## src/rtl/axis_pkt_gen.sv

```systemverilog
// AXI-Stream packet source: NUM_PKTS packets of PKT_LEN beats, counter payload from seed, tlast/SOF marking.
// Latency: first beat valid the cycle after start is sampled; done pulses one cycle after the final handshake.
// Backpressure: beat held stable while tvalid && !tready; optional LFSR bubbles with AXIS_PKTGEN_THROTTLE_EN.
module axis_pkt_gen #(
    parameter int DATA_WIDTH = 32,
    parameter int DEST_WIDTH = 4,
    parameter int USER_WIDTH = 1,
    parameter int LEN_WIDTH  = 16,
    parameter int GAP_CYCLES = 0
) (
    input  logic                    aclk,
    input  logic                    aresetn,
    input  logic                    start,
    input  logic [LEN_WIDTH-1:0]    pkt_len,
    input  logic [LEN_WIDTH-1:0]    num_pkts,
    input  logic [DATA_WIDTH-1:0]   seed,
    input  logic [DEST_WIDTH-1:0]   dest,
    output logic                    busy,
    output logic                    done,
    output logic [LEN_WIDTH-1:0]    pkt_count,
    output logic                    m_axis_tvalid,
    input  logic                    m_axis_tready,
    output logic [DATA_WIDTH-1:0]   m_axis_tdata,
    output logic [DATA_WIDTH/8-1:0] m_axis_tstrb,
    output logic [DATA_WIDTH/8-1:0] m_axis_tkeep,
    output logic                    m_axis_tlast,
    output logic                    m_axis_tid,
    output logic [DEST_WIDTH-1:0]   m_axis_tdest,
    output logic [USER_WIDTH-1:0]   m_axis_tuser
);

    localparam int GW = (GAP_CYCLES > 1) ? $clog2(GAP_CYCLES) : 1;

    typedef enum logic [1:0] {
        IDLE = 2'd0,
        SEND = 2'd1,
        GAP  = 2'd2,
        DONE = 2'd3
    } state_t;

    state_t                state, state_nxt;
    logic [LEN_WIDTH-1:0]  len_q;
    logic [LEN_WIDTH-1:0]  pkts_q;
    logic [LEN_WIDTH-1:0]  beat_idx;
    logic [LEN_WIDTH-1:0]  pkt_cnt_q;
    logic [DATA_WIDTH-1:0] data_q;
    logic [DEST_WIDTH-1:0] dest_q;
    logic [GW-1:0]         gap_cnt;
    logic                  vld;
    logic                  xfer;
    logic                  last_beat;
    logic                  final_pkt;

    assign xfer      = vld && m_axis_tready;
    assign last_beat = (beat_idx == len_q - LEN_WIDTH'(1));
    assign final_pkt = (pkt_cnt_q == pkts_q - LEN_WIDTH'(1));

`ifdef AXIS_PKTGEN_THROTTLE_EN
    logic [15:0] lfsr;
    logic        vld_hold;

    // x^16+x^14+x^13+x^11+1; vld_hold keeps an offered beat up until it is taken
    always_ff @(posedge aclk or negedge aresetn) begin
        if (!aresetn) begin
            lfsr     <= 16'hACE1;
            vld_hold <= 1'b0;
        end else begin
            lfsr     <= {lfsr[14:0], lfsr[15] ^ lfsr[13] ^ lfsr[12] ^ lfsr[10]};
            vld_hold <= vld && !m_axis_tready;
        end
    end

    assign vld = (state == SEND) && (vld_hold || !lfsr[0]);
`else
    assign vld = (state == SEND);
`endif

    always_ff @(posedge aclk or negedge aresetn) begin
        if (!aresetn) begin
            state <= IDLE;
        end else begin
            state <= state_nxt;
        end
    end

    always_comb begin
        state_nxt = state;
        case (state)
            IDLE: begin
                if (start) begin
                    state_nxt = (num_pkts == '0) ? DONE : SEND;
                end
            end
            SEND: begin
                if (xfer && last_beat) begin
                    if (final_pkt) begin
                        state_nxt = DONE;
                    end else if (GAP_CYCLES > 0) begin
                        state_nxt = GAP;
                    end else begin
                        state_nxt = SEND;
                    end
                end
            end
            GAP: begin
                if (gap_cnt == GW'(GAP_CYCLES - 1)) begin
                    state_nxt = SEND;
                end
            end
            DONE: begin
                state_nxt = IDLE;
            end
            default: begin
                state_nxt = IDLE;
            end
        endcase
    end

    always_ff @(posedge aclk or negedge aresetn) begin
        if (!aresetn) begin
            len_q     <= '0;
            pkts_q    <= '0;
            beat_idx  <= '0;
            pkt_cnt_q <= '0;
            data_q    <= '0;
            dest_q    <= '0;
            gap_cnt   <= '0;
        end else begin
            case (state)
                IDLE: begin
                    if (start) begin
                        // zero-length request still produces one beat per packet
                        len_q     <= (pkt_len == '0) ? LEN_WIDTH'(1) : pkt_len;
                        pkts_q    <= num_pkts;
                        data_q    <= seed;
                        dest_q    <= dest;
                        beat_idx  <= '0;
                        pkt_cnt_q <= '0;
                        gap_cnt   <= '0;
                    end
                end
                SEND: begin
                    if (xfer) begin
                        data_q <= data_q + DATA_WIDTH'(1);
                        if (last_beat) begin
                            beat_idx  <= '0;
                            pkt_cnt_q <= pkt_cnt_q + LEN_WIDTH'(1);
                            gap_cnt   <= '0;
                        end else begin
                            beat_idx <= beat_idx + LEN_WIDTH'(1);
                        end
                    end
                end
                GAP: begin
                    gap_cnt <= gap_cnt + GW'(1);
                end
                default: begin
                end
            endcase
        end
    end

    assign busy          = (state == SEND) || (state == GAP);
    assign done          = (state == DONE);
    assign pkt_count     = pkt_cnt_q;
    assign m_axis_tvalid = vld;
    assign m_axis_tdata  = data_q;
    assign m_axis_tstrb  = '1;
    assign m_axis_tkeep  = '1;
    assign m_axis_tlast  = (state == SEND) && last_beat;
    assign m_axis_tid    = 1'b0;
    assign m_axis_tdest  = dest_q;

    always_comb begin
        m_axis_tuser    = '0;
        m_axis_tuser[0] = (state == SEND) && (beat_idx == '0);
    end

endmodule

```

## config.mk

```make
export PLATFORM = sky130hd
export DESIGN_NAME = axis_pkt_gen
export DESIGN_NICKNAME = d
export VERILOG_FILES = /design/src/rtl/axis_pkt_gen.sv
export SDC_FILE = /design/constraint.sdc
export NUM_CORES = 1
export LEC_CHECK = 0
export CORE_MARGIN = 2
export CORE_UTILIZATION = 58
export CTS_BUF_LIST = sky130_fd_sc_hd__clkbuf_8
export DETAILED_ROUTE_END_ITERATION = 16
export PLACE_DENSITY = 0.89
export SLEW_MARGIN = 20
export SYNTH_ARGS = -nofsm -noshare
export SYNTH_HDL_FRONTEND = slang
export SYNTH_SLANG_ARGS = --single-unit
```

## constraint.sdc

```tcl
create_clock -name aclk -period 4.2 [get_ports aclk]
set_input_delay 0.84 -clock aclk [delete_from_list [all_inputs] [get_ports aclk]]
set_output_delay 0.84 -clock aclk [all_outputs]
set_load 0.01 [all_outputs]
```

==> flow_summary.toml <==
[floorplan]
die_y_um = 112
start_util = 0.595
pin_count = 138
fp.dieW_um = 112
core_area_um2 = 11500
num_rows = 39
die_area_um2 = 12700

[final_layout]
drive_above_1_share = 0.104
area_growth_syn_to_layout_pct = 22.1
fin_area_um2 = 8330
nNetsFinal = 927
antennaDiodeCount = 0
fin_util = 0.727
fill_cells = 831

[yosys]
ys_top_cells_by_count = "dfrtp_1 (103), nand2_1 (72), a21oi_1 (41)"
netlist_area_um2 = 6830
synth_edf_count = 0
synth.ff_latch_count = 103
yosysMostFrequentCell = "dfrtp_1"
syn-instance-count = 745
synth_top_area_frac = 0.378
yosys_warnings = 0
synth_cell_types = 71
synth_area_leaders = "dfrtp_1 (38%), mux2_2 (6.3%), xnor2_1 (4.9%)"
ys_seq_area_frac = 0.378
synth.avg_cell_area_um2 = 9.16
yosysTopAreaCell = "dfrtp_1"
ys_async_sr_fraction = 1.00
synth_flop_cell = "dfrtp_1"

[cts]
root_buffer = "clkbuf_8"
clock_latency_ns = 0.39
post_cts_buffers = 0
ctsHoldBuffers = 0
cts_made_buffers = 9
cts_sinks = 103
cts_tree = "built"
cts.path.max_buffers = 2
htreeDepth = 3
clk_pin_slew_ns = 0.10

[grt]
overflow = 0
grt_pass1_wl_mm = 30.4
grtUsageTotal = 0.295
antenna_found_initial = 0
grt_pass1_vias = 6232
grt_max_degree = 82

[power_and_ir_drop]
p_int_mw = 1.55
pwr-share-comb = 0.163
p_per_area_nw_per_um2 = 262
clkPwrFrac = 0.323
pwr-share-seq = 0.514
p_sw_mw = 0.626
peakVddDrop_v = 0.000316
static-leakage-power_nw = 3.60
switching_share = 0.287

[setup_path]
crit_type = "reg -> out"
cp_slowest_stage_delay_ns = 0.53
critPathSlowestCell = "or4bb_1"
cp-end-kind = "output pin"
arrival_ns = 3.08
required_ns = 3.36
crit_fanout = 8
worstPathCellList = "inv_1 -> ha_2 -> nor2b_1 -> nand3_1 -> xnor2_1 -> a21oi_1 -> or4bb_1 -> nor4b_2 -> dlygate4sd2_1"
startpoint_type = "flip-flop"

[detailed_routing]
num_vias = 6350
routed_via_density = 6.40
wl_mm = 18.7
dr.pass1.iters = 7
routedWlPerCell_um = 18.8
drt_iter0_drc = 720
ant_nets = 0
drcViolationCount = 0

[timing]
whs_ns = 0.471
tns_ns = 0
rsz0062_at_grt = "false"
worst_pin_slew_ns = 0.870
setup_violations = 0
clock_skew_ns = 0.0134
max_slew_margin = 0.418
hold_viol = 0
finalCritPeriodShare = 0.934
fmax_mhz = 255
maxSlewViolCount = 0
min_period_ns = 3.92

[place]
placed_cell_area_um2 = 8100
port_buffers = 128
dp_hpwl_mm = 13.3
gp_congestion = 0.950

[outcome]
outcome = "complete, no violations"

[hold_path]
min_path_type = "in -> async"

[job]
drv_cap = 0
[registers in the layout, summed over array words and instances, names as in the netlist]
| register | count |
|---|---|
| m_axis_tdata | 32 |
| beat_idx | 16 |
| len_q | 16 |
| pkt_count | 16 |
| pkts_q | 16 |
| m_axis_tdest | 4 |
| state | 2 |
| gap_cnt | 1 |
[through the flow]
step / instances / worst slack (ns) / total power [mW]
after floorplan: 752 / 0.863 / 1.30
after global placement: 976 / 0.351 / 1.47
after detailed placement: 976 / 0.327 / 1.48
after CTS: 992 / 0.294 / 2.19
after global routing: 992 / 0.0741 / 2.27
final: 992 / 0.276 / 2.18
[per-layer routing]
metal | GRT usage | vias up | part of all wire
li1 | - | 2944 | -
met1 | 0.365 | 3110 | 0.40
met2 | 0.518 | 258 | 0.52
met3 | 0.0643 | 38 | 0.057
met4 | 0.0894 | 0 | 0.017
met5 | 0 | - | 0
[logic make-up after synthesis]
group,share of synthesized area
compound gates,0.162
simple gates,0.226
mux,0.0832
buf+inv,0.0535
other cells,0.00110
fa+ha+maj,0.0202
xor+xnor,0.0770
flops,0.378
[power by group through the flow]
stage | Combinational [mW] | Clock [mW] | Sequential (mW)
2_1_floorplan | 0.189 | 0 | 1.11
5_1_grt | 0.391 | 0.749 | 1.13
4_1_cts | 0.354 | 0.719 | 1.12
6_report | 0.355 | 0.706 | 1.12
3_5_place_dp | 0.350 | 0 | 1.13
3_3_place_gp | 0.338 | 0 | 1.13
[what timing repair did]
item / 4_1_cts / 5_1_grt
setup endpoints to repair: 1 / 0
endpoints found under the hold margin: 0 / 0
resized for setup: 3 / 0
[final timing paths]
check	startpoint	endpoint	slack (ns)	cells after the start
setup / recovery	len_q[0]	m_axis_tlast	0.28	9
setup reg to reg	state[1]	pkt_count[9]	1.01	9
min in group aclk	m_axis_tdest[1]	m_axis_tdest[1]	0.51	1
max in group asynchronous	aresetn	pkts_q[0]	3.01	2
hold / removal	aresetn	len_q[15]	0.47	1
hold reg to reg	m_axis_tdest[1]	m_axis_tdest[1]	0.51	1
[critical path, delay by kind of cell, from the launching register on]
family | cells | cell delay (ns)
compound gates | 1 | 0.18
flops | 1 | 0.47
fa+ha+maj | 1 | 0.26
xor+xnor | 1 | 0.15
simple gates | 4 | 1.22
buf+inv | 2 | 0.42
[layout by cell type, fill, tap and decap left out, types with 22 or more instances in the layout]
master	count
dfrtp_1	103
and3_1	28
nor2_1	32
xnor2_1	38
xor2_1	22
clkdlybuf4s50_1	126
a21oi_1	41
nand3_1	33
nand2_1	72
mux2_2	38
o21ai_0	27
[layout make-up]
cell class / instances / area, µm² / share of cell area
clock inverters: 7 / 96.3 / 0.0116
well taps: 143 / 179 / 0.0215
multi-input cells: 573 / 3930 / 0.471
flip-flops and latches: 103 / 2580 / 0.309
clock buffers: 9 / 124 / 0.0149
inverters: 18 / 67.6 / 0.00811
repair buffers: 139 / 1360 / 0.164
Power figures use the tool's default switching activity.
